`config.mk`:
```
export PLATFORM = sky130hd
export DESIGN_NAME = mpf_vtp_pt_fim_bridge_flat
export DESIGN_NICKNAME = d
export VERILOG_FILES = /design/src/rtl/mpf_vtp_pt_fim_bridge_if.sv /design/src/rtl/mpf_vtp_pt_fim_bridge.sv /design/src/flat_wrapper.sv
export SDC_FILE = /design/constraint.sdc
export NUM_CORES = 1
export LEC_CHECK = 0
export CORE_AREA = 8 8 710 712
export CTS_BUF_LIST = sky130_fd_sc_hd__clkbuf_8
export DETAILED_ROUTE_END_ITERATION = 7
export DIE_AREA = 0 0 718 720
export PLACE_DENSITY = 0.3
export SLEW_MARGIN = 20
export SYNTH_ARGS = -nofsm -noshare
export SYNTH_HDL_FRONTEND = slang
export SYNTH_SLANG_ARGS = --single-unit
export TNS_END_PERCENT = 50
```
`constraint.sdc`:
```
create_clock -name clk -period 38 [get_ports clk]
set_input_delay 7.6 -clock clk [delete_from_list [all_inputs] [get_ports clk]]
set_output_delay 7.6 -clock clk [all_outputs]
set_load 0.005 [all_outputs]
```
`src/rtl/mpf_vtp_pt_fim_bridge_if.sv`:
```
// Walker/host-channel bundle for the VTP page-table FIM bridge.
// slave: bridge view; master: walker plus host-channel view.
interface mpf_vtp_pt_fim_bridge_if #(
  parameter int ADDR_WIDTH    = 42,
  parameter int DATA_WIDTH    = 512,
  parameter int TAG_WIDTH     = 16,
  parameter int WR_DATA_WIDTH = 64,
  parameter int MAX_RD_OUT    = 4,
  parameter int MAX_WR_OUT    = 4
);
  localparam int IDX_W = $clog2(MAX_RD_OUT);
  localparam int CNT_W = IDX_W + 1;

  logic                     pt_rd_en;
  logic [ADDR_WIDTH-1:0]    pt_rd_addr;
  logic [TAG_WIDTH-1:0]     pt_rd_tag;
  logic                     pt_rd_rdy;
  logic                     pt_rd_data_en;
  logic [DATA_WIDTH-1:0]    pt_rd_data;
  logic [TAG_WIDTH-1:0]     pt_rd_rsp_tag;

  logic                     pt_wr_en;
  logic [ADDR_WIDTH-1:0]    pt_wr_addr;
  logic [WR_DATA_WIDTH-1:0] pt_wr_data;
  logic                     pt_wr_rdy;

  logic                     mem_rd_valid;
  logic [ADDR_WIDTH-1:0]    mem_rd_addr;
  logic [IDX_W-1:0]         mem_rd_idx;
  logic                     mem_rd_almfull;
  logic                     mem_rsp_valid;
  logic [IDX_W-1:0]         mem_rsp_idx;
  logic [DATA_WIDTH-1:0]    mem_rsp_data;

  logic                     mem_wr_valid;
  logic [ADDR_WIDTH-1:0]    mem_wr_addr;
  logic [DATA_WIDTH-1:0]    mem_wr_data;
  logic                     mem_wr_almfull;
  logic                     mem_wr_ack;

  logic [CNT_W-1:0]         rd_busy_cnt;
  logic                     err_bad_rsp;

  modport slave (
    input  pt_rd_en, pt_rd_addr, pt_rd_tag,
    output pt_rd_rdy, pt_rd_data_en, pt_rd_data, pt_rd_rsp_tag,
    input  pt_wr_en, pt_wr_addr, pt_wr_data,
    output pt_wr_rdy,
    output mem_rd_valid, mem_rd_addr, mem_rd_idx,
    input  mem_rd_almfull, mem_rsp_valid, mem_rsp_idx, mem_rsp_data,
    output mem_wr_valid, mem_wr_addr, mem_wr_data,
    input  mem_wr_almfull, mem_wr_ack,
    output rd_busy_cnt, err_bad_rsp
  );

  modport master (
    output pt_rd_en, pt_rd_addr, pt_rd_tag,
    input  pt_rd_rdy, pt_rd_data_en, pt_rd_data, pt_rd_rsp_tag,
    output pt_wr_en, pt_wr_addr, pt_wr_data,
    input  pt_wr_rdy,
    input  mem_rd_valid, mem_rd_addr, mem_rd_idx,
    output mem_rd_almfull, mem_rsp_valid, mem_rsp_idx, mem_rsp_data,
    input  mem_wr_valid, mem_wr_addr, mem_wr_data,
    output mem_wr_almfull, mem_wr_ack,
    input  rd_busy_cnt, err_bad_rsp
  );
endinterface

```
`src/rtl/mpf_vtp_pt_fim_bridge.sv`:
```
// FIM-side endpoint of the VTP page-table walker host port.
// Reads remapped through a local tag table; responses may be out of order.
module mpf_vtp_pt_fim_bridge #(
  parameter int ADDR_WIDTH    = 42,
  parameter int DATA_WIDTH    = 512,
  parameter int TAG_WIDTH     = 16,
  parameter int WR_DATA_WIDTH = 64,
  parameter int MAX_RD_OUT    = 4,
  parameter int MAX_WR_OUT    = 4
) (
  input logic clk,
  input logic reset,
  mpf_vtp_pt_fim_bridge_if.slave bus
);
  localparam int IDX_W  = $clog2(MAX_RD_OUT);
  localparam int CNT_W  = IDX_W + 1;
  localparam int WCNT_W = $clog2(MAX_WR_OUT + 1);

  logic [MAX_RD_OUT-1:0]  free;
  logic [TAG_WIDTH-1:0]   tag_tab [MAX_RD_OUT];
  logic [IDX_W-1:0]       alloc_idx;
  logic                   rd_rdy;
  logic                   rd_acc;
  logic                   rsp_ok;
  logic                   rsp_bad;

  logic                   rd_valid_q;
  logic [ADDR_WIDTH-1:0]  rd_addr_q;
  logic [IDX_W-1:0]       rd_idx_q;

  logic                   den_q;
  logic [DATA_WIDTH-1:0]  data_q;
  logic [TAG_WIDTH-1:0]   tag_q;
  logic [IDX_W-1:0]       rel_idx_q;
  logic [CNT_W-1:0]       busy_q;

  logic [WCNT_W-1:0]      wr_cnt;
  logic                   wr_rdy;
  logic                   wr_acc;
  logic                   ack_ok;
  logic                   ack_bad;
  logic                   wr_valid_q;
  logic [ADDR_WIDTH-1:0]  wr_addr_q;
  logic [DATA_WIDTH-1:0]  wr_data_q;
  logic                   err_q;

  // Pick the lowest free tag-table slot from the start-of-cycle vector.
  always_comb begin
    alloc_idx = '0;
    for (int i = MAX_RD_OUT - 1; i >= 0; i--) begin
      if (free[i]) alloc_idx = IDX_W'(i);
    end
  end

  // A slot whose response is already in the output stage is still
  // marked busy, so it must be excluded to catch duplicate responses.
  always_comb begin
    rd_rdy  = (|free) & ~bus.mem_rd_almfull & ~reset;
    rd_acc  = bus.pt_rd_en & rd_rdy;
    rsp_ok  = bus.mem_rsp_valid
            & ~free[bus.mem_rsp_idx]
            & ~(den_q & (rel_idx_q == bus.mem_rsp_idx));
    rsp_bad = bus.mem_rsp_valid & ~rsp_ok;
  end

  // Write-side acceptance and ack qualification.
  always_comb begin
    wr_rdy  = (wr_cnt < WCNT_W'(MAX_WR_OUT))
            & ~bus.mem_wr_almfull & ~reset;
    wr_acc  = bus.pt_wr_en & wr_rdy;
    ack_ok  = bus.mem_wr_ack & (wr_cnt != '0);
    ack_bad = bus.mem_wr_ack & (wr_cnt == '0);
  end

  // Free vector: release one cycle after data_en, allocate on accept.
  always_ff @(posedge clk or posedge reset) begin
    if (reset) begin
      free <= '1;
    end else begin
      if (den_q)  free[rel_idx_q] <= 1'b1;
      if (rd_acc) free[alloc_idx] <= 1'b0;
    end
  end

  // Tag table holds the walker tag for each allocated slot.
  always_ff @(posedge clk) begin
    if (rd_acc) tag_tab[alloc_idx] <= bus.pt_rd_tag;
  end

  // Registered host read request.
  always_ff @(posedge clk or posedge reset) begin
    if (reset) begin
      rd_valid_q <= 1'b0;
      rd_addr_q  <= '0;
      rd_idx_q   <= '0;
    end else begin
      rd_valid_q <= rd_acc;
      if (rd_acc) begin
        rd_addr_q <= bus.pt_rd_addr;
        rd_idx_q  <= alloc_idx;
      end
    end
  end

  // Registered read response back to the walker.
  always_ff @(posedge clk or posedge reset) begin
    if (reset) begin
      den_q     <= 1'b0;
      data_q    <= '0;
      tag_q     <= '0;
      rel_idx_q <= '0;
    end else begin
      den_q <= rsp_ok;
      if (rsp_ok) begin
        data_q    <= bus.mem_rsp_data;
        tag_q     <= tag_tab[bus.mem_rsp_idx];
        rel_idx_q <= bus.mem_rsp_idx;
      end
    end
  end

  // Reads in flight track the free vector: +accept, -release.
  always_ff @(posedge clk or posedge reset) begin
    if (reset) begin
      busy_q <= '0;
    end else begin
      busy_q <= busy_q + CNT_W'(rd_acc) - CNT_W'(den_q);
    end
  end

  // Outstanding write counter.
  always_ff @(posedge clk or posedge reset) begin
    if (reset) begin
      wr_cnt <= '0;
    end else begin
      wr_cnt <= wr_cnt + WCNT_W'(wr_acc) - WCNT_W'(ack_ok);
    end
  end

  // Registered host write request, message zero-extended to a line.
  always_ff @(posedge clk or posedge reset) begin
    if (reset) begin
      wr_valid_q <= 1'b0;
      wr_addr_q  <= '0;
      wr_data_q  <= '0;
    end else begin
      wr_valid_q <= wr_acc;
      if (wr_acc) begin
        wr_addr_q <= bus.pt_wr_addr;
        wr_data_q <= DATA_WIDTH'(bus.pt_wr_data);
      end
    end
  end

  // Sticky protocol error flag.
  always_ff @(posedge clk or posedge reset) begin
    if (reset) begin
      err_q <= 1'b0;
    end else if (rsp_bad | ack_bad) begin
      err_q <= 1'b1;
    end
  end

  assign bus.pt_rd_rdy     = rd_rdy;
  assign bus.pt_rd_data_en = den_q;
  assign bus.pt_rd_data    = data_q;
  assign bus.pt_rd_rsp_tag = tag_q;
  assign bus.pt_wr_rdy     = wr_rdy;
  assign bus.mem_rd_valid  = rd_valid_q;
  assign bus.mem_rd_addr   = rd_addr_q;
  assign bus.mem_rd_idx    = rd_idx_q;
  assign bus.mem_wr_valid  = wr_valid_q;
  assign bus.mem_wr_addr   = wr_addr_q;
  assign bus.mem_wr_data   = wr_data_q;
  assign bus.rd_busy_cnt   = busy_q;
  assign bus.err_bad_rsp   = err_q;
endmodule

```
`src/flat_wrapper.sv`:
```
// flat-port wrapper written by rule: the top's interface ports become plain ports
module mpf_vtp_pt_fim_bridge_flat 
#(
  parameter int ADDR_WIDTH    = 42,
  parameter int DATA_WIDTH    = 512,
  parameter int TAG_WIDTH     = 16,
  parameter int WR_DATA_WIDTH = 64,
  parameter int MAX_RD_OUT    = 4,
  parameter int MAX_WR_OUT    = 4
)
  (clk, reset, bus_pt_rd_en, bus_pt_rd_addr, bus_pt_rd_tag, bus_pt_rd_rdy, bus_pt_rd_data_en, bus_pt_rd_data, bus_pt_rd_rsp_tag, bus_pt_wr_en, bus_pt_wr_addr, bus_pt_wr_data, bus_pt_wr_rdy, bus_mem_rd_valid, bus_mem_rd_addr, bus_mem_rd_idx, bus_mem_rd_almfull, bus_mem_rsp_valid, bus_mem_rsp_idx, bus_mem_rsp_data, bus_mem_wr_valid, bus_mem_wr_addr, bus_mem_wr_data, bus_mem_wr_almfull, bus_mem_wr_ack, bus_rd_busy_cnt, bus_err_bad_rsp);
  mpf_vtp_pt_fim_bridge_if #(.ADDR_WIDTH(ADDR_WIDTH), .DATA_WIDTH(DATA_WIDTH), .TAG_WIDTH(TAG_WIDTH), .WR_DATA_WIDTH(WR_DATA_WIDTH), .MAX_RD_OUT(MAX_RD_OUT), .MAX_WR_OUT(MAX_WR_OUT)) bus_i ();
  input logic clk;
  input logic reset;
  input wire logic [$bits(bus_i.pt_rd_en)-1:0] bus_pt_rd_en;
  input wire logic [$bits(bus_i.pt_rd_addr)-1:0] bus_pt_rd_addr;
  input wire logic [$bits(bus_i.pt_rd_tag)-1:0] bus_pt_rd_tag;
  output wire logic [$bits(bus_i.pt_rd_rdy)-1:0] bus_pt_rd_rdy;
  output wire logic [$bits(bus_i.pt_rd_data_en)-1:0] bus_pt_rd_data_en;
  output wire logic [$bits(bus_i.pt_rd_data)-1:0] bus_pt_rd_data;
  output wire logic [$bits(bus_i.pt_rd_rsp_tag)-1:0] bus_pt_rd_rsp_tag;
  input wire logic [$bits(bus_i.pt_wr_en)-1:0] bus_pt_wr_en;
  input wire logic [$bits(bus_i.pt_wr_addr)-1:0] bus_pt_wr_addr;
  input wire logic [$bits(bus_i.pt_wr_data)-1:0] bus_pt_wr_data;
  output wire logic [$bits(bus_i.pt_wr_rdy)-1:0] bus_pt_wr_rdy;
  output wire logic [$bits(bus_i.mem_rd_valid)-1:0] bus_mem_rd_valid;
  output wire logic [$bits(bus_i.mem_rd_addr)-1:0] bus_mem_rd_addr;
  output wire logic [$bits(bus_i.mem_rd_idx)-1:0] bus_mem_rd_idx;
  input wire logic [$bits(bus_i.mem_rd_almfull)-1:0] bus_mem_rd_almfull;
  input wire logic [$bits(bus_i.mem_rsp_valid)-1:0] bus_mem_rsp_valid;
  input wire logic [$bits(bus_i.mem_rsp_idx)-1:0] bus_mem_rsp_idx;
  input wire logic [$bits(bus_i.mem_rsp_data)-1:0] bus_mem_rsp_data;
  output wire logic [$bits(bus_i.mem_wr_valid)-1:0] bus_mem_wr_valid;
  output wire logic [$bits(bus_i.mem_wr_addr)-1:0] bus_mem_wr_addr;
  output wire logic [$bits(bus_i.mem_wr_data)-1:0] bus_mem_wr_data;
  input wire logic [$bits(bus_i.mem_wr_almfull)-1:0] bus_mem_wr_almfull;
  input wire logic [$bits(bus_i.mem_wr_ack)-1:0] bus_mem_wr_ack;
  output wire logic [$bits(bus_i.rd_busy_cnt)-1:0] bus_rd_busy_cnt;
  output wire logic [$bits(bus_i.err_bad_rsp)-1:0] bus_err_bad_rsp;
  assign bus_i.pt_rd_en = bus_pt_rd_en;
  assign bus_i.pt_rd_addr = bus_pt_rd_addr;
  assign bus_i.pt_rd_tag = bus_pt_rd_tag;
  assign bus_pt_rd_rdy = bus_i.pt_rd_rdy;
  assign bus_pt_rd_data_en = bus_i.pt_rd_data_en;
  assign bus_pt_rd_data = bus_i.pt_rd_data;
  assign bus_pt_rd_rsp_tag = bus_i.pt_rd_rsp_tag;
  assign bus_i.pt_wr_en = bus_pt_wr_en;
  assign bus_i.pt_wr_addr = bus_pt_wr_addr;
  assign bus_i.pt_wr_data = bus_pt_wr_data;
  assign bus_pt_wr_rdy = bus_i.pt_wr_rdy;
  assign bus_mem_rd_valid = bus_i.mem_rd_valid;
  assign bus_mem_rd_addr = bus_i.mem_rd_addr;
  assign bus_mem_rd_idx = bus_i.mem_rd_idx;
  assign bus_i.mem_rd_almfull = bus_mem_rd_almfull;
  assign bus_i.mem_rsp_valid = bus_mem_rsp_valid;
  assign bus_i.mem_rsp_idx = bus_mem_rsp_idx;
  assign bus_i.mem_rsp_data = bus_mem_rsp_data;
  assign bus_mem_wr_valid = bus_i.mem_wr_valid;
  assign bus_mem_wr_addr = bus_i.mem_wr_addr;
  assign bus_mem_wr_data = bus_i.mem_wr_data;
  assign bus_i.mem_wr_almfull = bus_mem_wr_almfull;
  assign bus_i.mem_wr_ack = bus_mem_wr_ack;
  assign bus_rd_busy_cnt = bus_i.rd_busy_cnt;
  assign bus_err_bad_rsp = bus_i.err_bad_rsp;
  mpf_vtp_pt_fim_bridge #(.ADDR_WIDTH(ADDR_WIDTH), .DATA_WIDTH(DATA_WIDTH), .TAG_WIDTH(TAG_WIDTH), .WR_DATA_WIDTH(WR_DATA_WIDTH), .MAX_RD_OUT(MAX_RD_OUT), .MAX_WR_OUT(MAX_WR_OUT)) u_core (.clk(clk), .reset(reset), .bus(bus_i));
endmodule
```
; ---- Yosys cells after proc, flatten, opt, wreduce, memory -nomap -nowiden
; Memories as Yosys holds them, arrays and structs flattened. A register that Yosys moved wholly into a read port is not among the register bits.
; Cells that the tools add are included.
[classes]
addsub = 4
magnitude_cmp = 6
eq_ne = 1
muxes = 14
n_bitwise = 22
reduce_logical = 5
[ops]
columns = operator, count
row1 = AND 1 bit, 12
row2 = "less-than comparator 2 x 3 -> 1 bit, second input constant", 3
row3 = 2-to-1 mux 2 bit, 4
row4 = 2-to-1 mux 4 bit, 2
row5 = adder 3 x 1 -> 3 bit, 2
row6 = inverter 1 bit, 6
row7 = subtractor 3 x 1 -> 3 bit, 2
row8 = 2-to-1 mux 1 bit, 5
row9 = AND 4 bit, 1
row10 = demux 1 bit (select 2 bit), 2
row11 = ">= comparator 2 x 1 -> 1 bit, second input constant", 2
row12 = inverter 4 bit, 1
row13 = bitwise OR 4 bit, 1
row14 = OR reduction 4 bit, 1
row15 = logical NOT 3 bit, 1
row16 = "less-than comparator 3 bit, second input constant", 1
row17 = nonzero test 3 bit, 1
row18 = binary-select mux 1 bit (select 2 bit), 1
row19 = == test 2 bit, 1
row20 = logical AND 1 bit, 2
row21 = bitwise OR 1 bit, 1
[word_totals]
ff_bits = 678
ram_bits = 64
in_bits = 686
out_inout_bits = 1135
wordCells = 66
mem_count = 1
[memory_table]
columns = memory, words, word_bits, read_ports, rd_clocked_by_memory_dff, wr, line_no
row1 = u_core.tag_tab, 4, 16, 1, 1, 1, mpf_vtp_pt_fim_bridge.sv:20  ; logic [TAG_WIDTH-1:0] tag_tab [MAX_RD_OUT];

; ---- Longest topological paths before layout
[logic_depth]
ltp_word = 11
depth_mapped = 10
mapped_depth_nobuf = 9

; ---- Least setup slack after synthesis
; No wires, ideal clock.
[synth_timing]
kind = input-to-output
start = input port bus_mem_wr_almfull
end = output port bus_pt_wr_rdy
arrival_ns = 7.834
t_required_ns = 30.400
slack_ns = 22.566
cell_stages = 1
n_path_buf = 0
path_cell_list = nor3_1
[synth_via]
elab_chain_len = 3
[synth_lines]
columns = item, line_no
row1 = from (decl), flat_wrapper.sv:36  ; input wire logic [$bits(bus_i.mem_wr_almfull)-1:0] bus_mem_wr_almfull;
row2 = inverter 1 bit, mpf_vtp_pt_fim_bridge.sv:69  ; & ~bus.mem_wr_almfull & ~reset;
row3 = AND 1 bit (2 in a row), mpf_vtp_pt_fim_bridge.sv:69
row4 = to (decl), flat_wrapper.sv:25  ; output wire logic [$bits(bus_i.pt_wr_rdy)-1:0] bus_pt_wr_rdy;
; Every way passes these cells.

; ---- Final worst setup path
[layout_timing]
start = input port reset
end = output port bus_pt_rd_rdy
[layout_via]
elab_chain_len = 2
[layout_lines]
columns = item, line_no
row1 = from (decl), flat_wrapper.sv:14  ; input logic reset;
row2 = inverter 1 bit, mpf_vtp_pt_fim_bridge.sv:58  ; rd_rdy = (|free) & ~bus.mem_rd_almfull & ~reset;
row3 = AND 1 bit, mpf_vtp_pt_fim_bridge.sv:58
row4 = to (decl), flat_wrapper.sv:18  ; output wire logic [$bits(bus_i.pt_rd_rdy)-1:0] bus_pt_rd_rdy;
; Every way passes these cells.

==> PnR_summary.wiki <==
{| class="wikitable"
! Metric !! Value
|-
| Post-route DRC || 0
|-
| Gate count after technology mapping || 2043
|-
| Final worst-path cycle share || 0.446
|-
| Number of enable flip-flop cells after synthesis || 64
|-
| Path depth of the worst reg2reg path || 8
|-
| Die Wd || 718 um
|-
| Cell depth of the worst hold path || 2
|-
| Data required time of the worst path || 30.40 ns
|-
| Worst Setup End Kind || primary output
|-
| Prevailing post-synth register cell || sky130_fd_sc_hd__dfrtp_1
|-
| Post-CTS clock slew at the launch and capture registers of the worst setup and hold paths || 0.06 ns
|-
| Post-cts repair resize count || 0
|-
| Wire length per cell || 31.1 um
|-
| Number of synthesis warnings || 0
|-
| Routability congestion estimate || ~0.83
|-
| Area added between synthesis and finish || 74.0%
|-
| Site row count || 258
|-
| Initial standard-cell utilization of the core || 0.0646
|-
| Met1 track utilization from global routing || 0.0962
|-
| Maximum frequency from static timing analysis || 59.1 MHz
|-
| Post-CTS setup buffer count || 0
|-
| Number of clock sinks seen by CTS || 758
|-
| Post-synth top area share || 0.543
|-
| Most repeated cell in the gate-level netlist after synthesis || sky130_fd_sc_hd__dfrtp_1
|-
| Post-synth ARST share || 0.916
|-
| Final WL || 318000 um
|-
| Setup repair after global routing missed its margin || false
|-
| Total half-perimeter wirelength after legalization and detailed placement || approximately 280000 um
|-
| GR met3 Demand/Resource || 0.100
|-
| Remaining Overflow, GRT || 0
|-
| R2R Path End || u_core.bus.pt_rd_data[83]
|-
| I/O Pins || around 1800
|-
| Sum of negative setup slack || 0 ns
|-
| Via count || 23100
|-
| Global-route usage over all layers || 0.118
|-
| Nets || roughly 4200
|-
| Hold_buf cts || 0
|-
| Number of input and output port buffers inserted || between 1000 and 1500
|-
| Startpoint type of the worst setup path || input port
|-
| Total power draw || 4.61 mW
|-
| Die Footprint || 517000 um^2
|-
| Power density of the placed cells || 83.2 nW/um^2
|-
| Beginning of the worst hold path || u_core.bus.mem_rd_idx[1]
|-
| Cell area after synthesis || 31800 um^2
|-
| End point of the worst hold path || u_core.bus.mem_rd_idx[1]
|-
| CTS Root Cell || sky130_fd_sc_hd__clkbuf_8
|-
| Number of antenna violations at the first check in global routing || 352
|-
| Worst R2R Start || u_core.bus.pt_rd_data_en
|-
| Source-to-sink clock delay at the later pin of the worst-skew pair || 1.02 ns
|-
| Worst max-slew margin expressed relative to the limit || 0.350
|-
| Fraction of final layout cells with drive strength greater than 1 || 0.271
|-
| Status || finished, final reports clean
|-
| Flip-flop and latch count after synthesis || roughly 760
|-
| Actual slew at the worst max-slew pin || 0.976 ns
|-
| Maximum fanout along the worst path || 4
|-
| Antenna Violating Nets Remaining || 0
|-
| Shortest period the worst path allows || 16.93 ns
|-
| Largest net degree at the start of global routing || 119
|-
| Seq/Total Area, Yosys || 0.606
|-
| Number of clock buffers inserted by TritonCTS || 185
|-
| Largest clock skew in the final design || just under 0.1 ns
|-
| Clock Path Buffers || 4
|-
| Type of the worst setup path || input port to primary output
|-
| Met2 routing resource usage after global routing || 0.211
|-
| Post-Synthesis Mean Instance Area || 15.6 um^2
|-
| # setup viols final || 0
|-
| Worst min-delay path class || flop to flop
|-
| TritonCTS clock tree || done
|-
| Number of distinct library cell variants in the gate-level netlist after synthesis || 33
|-
| Die height || between 700 and 800 um
|-
| Number of maximum-capacitance constraint violations || 0
|-
| First-pass GRT wire length || 377000 um
|-
| Cells taking the most area after synthesis || sky130_fd_sc_hd__dfrtp_1 (54%), sky130_fd_sc_hd__mux2_2 (24%), sky130_fd_sc_hd__buf_4 (11%)
|-
| Setup slack of the most critical reg-to-reg path || approximately 33 ns
|-
| Count of fill cells added during filler insertion || ~56000
|-
| Critical Path AT || 9.33 ns
|-
| Max Transition Viols Final || 0
|-
| Static Leakage || 20.9 nW
|-
| Mean number of vias per cell || 2.26
|-
| Number of H-tree levels || 4
|-
| Initial detailed-routing violation count || 913
|-
| Largest voltage drop on the vdd net || between 0.03 and 0.04 mV
|-
| Vias in the first global route || 24457
|-
| Total core area || about 490000 um^2
|-
| Post-synth top area cell || sky130_fd_sc_hd__dfrtp_1
|-
| Most instantiated cells after synthesis || sky130_fd_sc_hd__dfrtp_1 (690), sky130_fd_sc_hd__mux2_2 (679), sky130_fd_sc_hd__buf_4 (449), sky130_fd_sc_hd__edfxtp_1 (64), sky130_fd_sc_hd__buf_6 (55)
|-
| Number of failing hold endpoints at the final stage || 0
|-
| Number of iterations in the first detailed-routing pass || 4
|-
| Most Used Layer, Global Route || met2
|}
[how the worst max path moves through the flow]
| stage | from | end | slack, ns | depth (start not counted) |
|---|---|---|---|---|
| floorplan | reset | u_core.bus.err_bad_rsp | 10.95 | 1 |
| global placement | bus_mem_rd_almfull | bus_pt_rd_rdy | 20.99 | 3 |
| detailed placement | bus_mem_rd_almfull | bus_pt_rd_rdy | 20.98 | 3 |
| CTS | bus_mem_rd_almfull | bus_pt_rd_rdy | 20.98 | 3 |
| global route | reset | bus_pt_rd_rdy | 20.99 | 3 |
| finish | reset | bus_pt_rd_rdy | 21.07 | 3 |
[layer usage]
metal,up-vias,share of wire
li1,9237,-
met1,11238,0.28
met2,1699,0.50
met3,820,0.18
met4,106,0.038
met5,-,0.0021
[state kept, by name, indices dropped and copies added (netlist names), 2 cells and up]
name                      cells
u_core.bus.rd_busy_cnt        3
u_core.bus.mem_wr_addr       42
u_core.rel_idx_q              2
u_core.bus.pt_rd_data       512
u_core.tag_tab               64
u_core.bus.mem_wr_data       64
u_core.bus.mem_rd_idx         2
u_core.wr_cnt                 3
u_core.free                   4
u_core.bus.mem_rd_addr       42
u_core.bus.pt_rd_rsp_tag     16
[per-stage QoR]
step	std cells	cell area (um^2)	hold slack [ns]	setup slack (ns)	utilization
after detailed placement	9861	51500	0.474	20.98	0.105
after floorplan	2490	33500	0.469	10.95	-
after global routing	10203	55300	0.514	20.99	0.112
final	10215	55400	0.495	21.07	0.112
after CTS	10178	55300	0.493	20.98	0.112
after global placement	9861	51500	0.485	20.99	0.105
[critical path, stage by stage]
cell                              delay [ns]
sky130_fd_sc_hd__clkdlybuf4s50_1        0.58
sky130_fd_sc_hd__nor3_1                 0.53
sky130_fd_sc_hd__clkdlybuf4s50_1        0.62
[final cells by class]
| class | instances | area, um^2 | area share |
|---|---|---|---|
| Multi-Input combinational cell | 1190 | 10100 | 0.182 |
| Clock buffer | 227 | 3120 | 0.0564 |
| Inverter | 14 | 60.1 | 0.00108 |
| Antenna cell | 37 | 92.6 | 0.00167 |
| Sequential cell | 758 | 19300 | 0.348 |
| Tap cell | 6500 | 8130 | 0.147 |
| Timing Repair Buffer | 1399 | 14000 | 0.252 |
| Clock inverter | 90 | 607 | 0.0110 |
[cells by family after synthesis]
kind of cell / after synthesis / share of synthesized area
flip-flops: 758 / 0.606
XOR/XNOR: 6 / 0.00165
AO/OA/AOI/OAI: 10 / 0.00248
adder cells (fa/ha/maj): 6 / 0.00283
AND/OR/NAND/NOR: 25 / 0.00425
buffers and inverters: 542 / 0.131
other: 1 / 0.000118
multiplexers: 695 / 0.252
[cell usage in the layout (no fill, tap or decap), types with 4 or more instances in the layout]
cell,count
sky130_fd_sc_hd__clkdlybuf4s50_1,1370
sky130_fd_sc_hd__buf_4,22
sky130_fd_sc_hd__inv_8,4
sky130_fd_sc_hd__conb_1,448
sky130_fd_sc_hd__mux2_2,679
sky130_fd_sc_hd__mux4_2,16
sky130_fd_sc_hd__edfxtp_1,64
sky130_fd_sc_hd__clkinv_2,15
sky130_fd_sc_hd__nand2_1,5
sky130_fd_sc_hd__ha_1,4
sky130_fd_sc_hd__dfrtp_1,690
sky130_fd_sc_hd__bufinv_16,7
sky130_fd_sc_hd__inv_1,72
sky130_fd_sc_hd__dfstp_2,4
sky130_fd_sc_hd__xnor2_1,6
sky130_fd_sc_hd__clkbuf_8,227
sky130_fd_sc_hd__diode_2,37
sky130_fd_sc_hd__nor2_1,5
[power breakdown]
group	internal, mW	switching [mW]
clock network	0.583	0.480
registers	1.19	0.222
logic	0.984	1.15
total	2.76	1.85
(Power assumes the default switching activity.)
==> patch (config.mk and constraints unchanged) <==
`WR_DATA_WIDTH` is set to 64 in 3 places; all go to 32.
--- a/src/rtl/mpf_vtp_pt_fim_bridge_if.sv
+++ b/src/rtl/mpf_vtp_pt_fim_bridge_if.sv
@@ -4,7 +4,7 @@
   parameter int ADDR_WIDTH    = 42,
   parameter int DATA_WIDTH    = 512,
   parameter int TAG_WIDTH     = 16,
-  parameter int WR_DATA_WIDTH = 64,
+  parameter int WR_DATA_WIDTH = 32,
   parameter int MAX_RD_OUT    = 4,
   parameter int MAX_WR_OUT    = 4
 );
--- a/src/rtl/mpf_vtp_pt_fim_bridge.sv
+++ b/src/rtl/mpf_vtp_pt_fim_bridge.sv
@@ -4,7 +4,7 @@
   parameter int ADDR_WIDTH    = 42,
   parameter int DATA_WIDTH    = 512,
   parameter int TAG_WIDTH     = 16,
-  parameter int WR_DATA_WIDTH = 64,
+  parameter int WR_DATA_WIDTH = 32,
   parameter int MAX_RD_OUT    = 4,
   parameter int MAX_WR_OUT    = 4
 ) (
--- a/src/flat_wrapper.sv
+++ b/src/flat_wrapper.sv
@@ -4,7 +4,7 @@
   parameter int ADDR_WIDTH    = 42,
   parameter int DATA_WIDTH    = 512,
   parameter int TAG_WIDTH     = 16,
-  parameter int WR_DATA_WIDTH = 64,
+  parameter int WR_DATA_WIDTH = 32,
   parameter int MAX_RD_OUT    = 4,
   parameter int MAX_WR_OUT    = 4
 )
Ports: changed (resized bus_pt_wr_data); port bits go from 1821 to 1789. No check against the original RTL was run, so the function may have changed too.
==> patch against the unedited design <==
- design area down 3.6%
- synthesized area is 3.0% lower
- setup slack improved by 0.16 ns
- combinational power decreased by 8%
- sequential cell count is 32 lower
- maximum frequency rose by 0.96%
- power fell by 6.9%
- sequential power decreased by 5%
- wire length down 12%
- largest cell class unchanged
==> patch: results (changes against the unedited design) <==
{| class="wikitable"
! Metric !! Value
|-
| Result of the run || finished, final reports clean
|-
| Placed cells || 9770 (-0.92%)
|-
| Length of routed met2 wiring || 140 mm (-11%)
|-
| Met1 track utilization from global routing || 8.34% (-1.3 points)
|-
| DP Worst Slack || 21.22 ns (+0.243 ns)
|-
| R2R Setup Slk || 33.35 ns (+0.17 ns)
|-
| PortBufs || 1308 (-4.7%)
|-
| Number of fill cells in the layout || 56200 (+0.39%)
|-
| Clock buffers created by TritonCTS || 173 (-6.5%)
|-
| Met2 Usage GRT || 18.5% (-2.6 points)
|-
| Wire length on met1 || 77.8 mm (-14%)
|-
| Final routed wirelength across all metal layers || 278 mm (-12%)
|-
| Wire length of the first global-routing pass || 335 mm (-11%)
|-
| Commonest cells in the netlist || dfrtp_1, mux2_2, buf_4
|-
| End of the worst register-to-register path || u_core.bus.pt_rd_data[78]
|-
| Max Clk Rate || 59.6 MHz (+0.96%)
|-
| Post-Place Cell Area || 0.0498 mm² (-3.3%)
|-
| Slowest cell on the critical path || clkdlybuf4s50_1
|-
| Detailed-route wire length per cell || 27.5 µm (-11%)
|-
| Total global-route track usage || 10.3% (-1.5 points)
|-
| Number of nets in the final layout || 4105 (-3.2%)
|-
| Worst relative slew slack || 32.6% (-2.4 points)
|-
| Post-Route Hold Slack || 0.500 ns (+0.00494 ns)
|-
| Fraction of registers with async set/reset || 91.2% (-0.37 points)
|-
| Met3 Usage GRT || 8.52% (-1.5 points)
|-
| Drt via density || 2.20 (-2.6%)
|-
| Max VDD drop || 30.6 µV (-19%)
|-
| Antenna violations before repair || 315 (-11%)
|-
| Arrival time at the worst endpoint || 9.17 ns (-0.16 ns)
|-
| Half-perimeter wire length after placement || 243 mm (-13%)
|-
| Clock Skew || 0.0458 ns (-0.0510 ns)
|-
| Launching point of the worst reg2reg path || u_core.free[2]
|-
| Capture point of the worst path || bus_pt_wr_rdy
|-
| Pin count of the biggest net entering global routing || 141 (+18%)
|-
| Clk_lat worst skew || 0.99 ns (-0.03 ns)
|-
| Number of instances in the synthesized netlist || 2007 (-1.8%)
|-
| Violation count after the first detailed-routing iteration || 803 (-12%)
|-
| DR WL met3 || 48.9 mm (-14%)
|-
| Share of post-route cells with drive strength above 1 || 26.6% (-0.48 points)
|-
| Most area-consuming cells after synthesis || dfrtp_1, mux2_2, buf_4
|-
| Share of the yosys chip area belonging to registers || 59.9% (-0.75 points)
|}
[patch: area by class of cell]
class	count	area [µm²]	share of cell area [%]
inverters	14	60.1	0.112
multi-input cells	1190	9830	18.4
clock buffers	206	2840	5.31
diodes	33	82.6	0.155
repair buffers	1340	13300	25.0
well taps	6500	8130	15.2
flip-flops and latches	726	18500	34.6
clock inverters	96	621	1.16
[patch: cell families after synthesis]
logic type / synth area share (%)
AO/OA/AOI/OAI: 0.255
XOR/XNOR: 0.170
adder cells (fa/ha/maj): 0.292
buffers and inverters: 14.2
flip-flops: 59.9
multiplexers: 24.8
other: 0.0121
AND/OR/NAND/NOR: 0.438
[patch: worst min-delay path: cells and delay by family (launching register included)]
kind	cells	cell delay [ns]
simple gates	2	0.12
flops	1	0.35
[patch: power by group]
group	internal, W	switching (W)	leakage, nW
sequential	0.00114	0.000201	8.33
combinational	0.000941	0.00102	9.78
clock	0.000531	0.000456	1.99
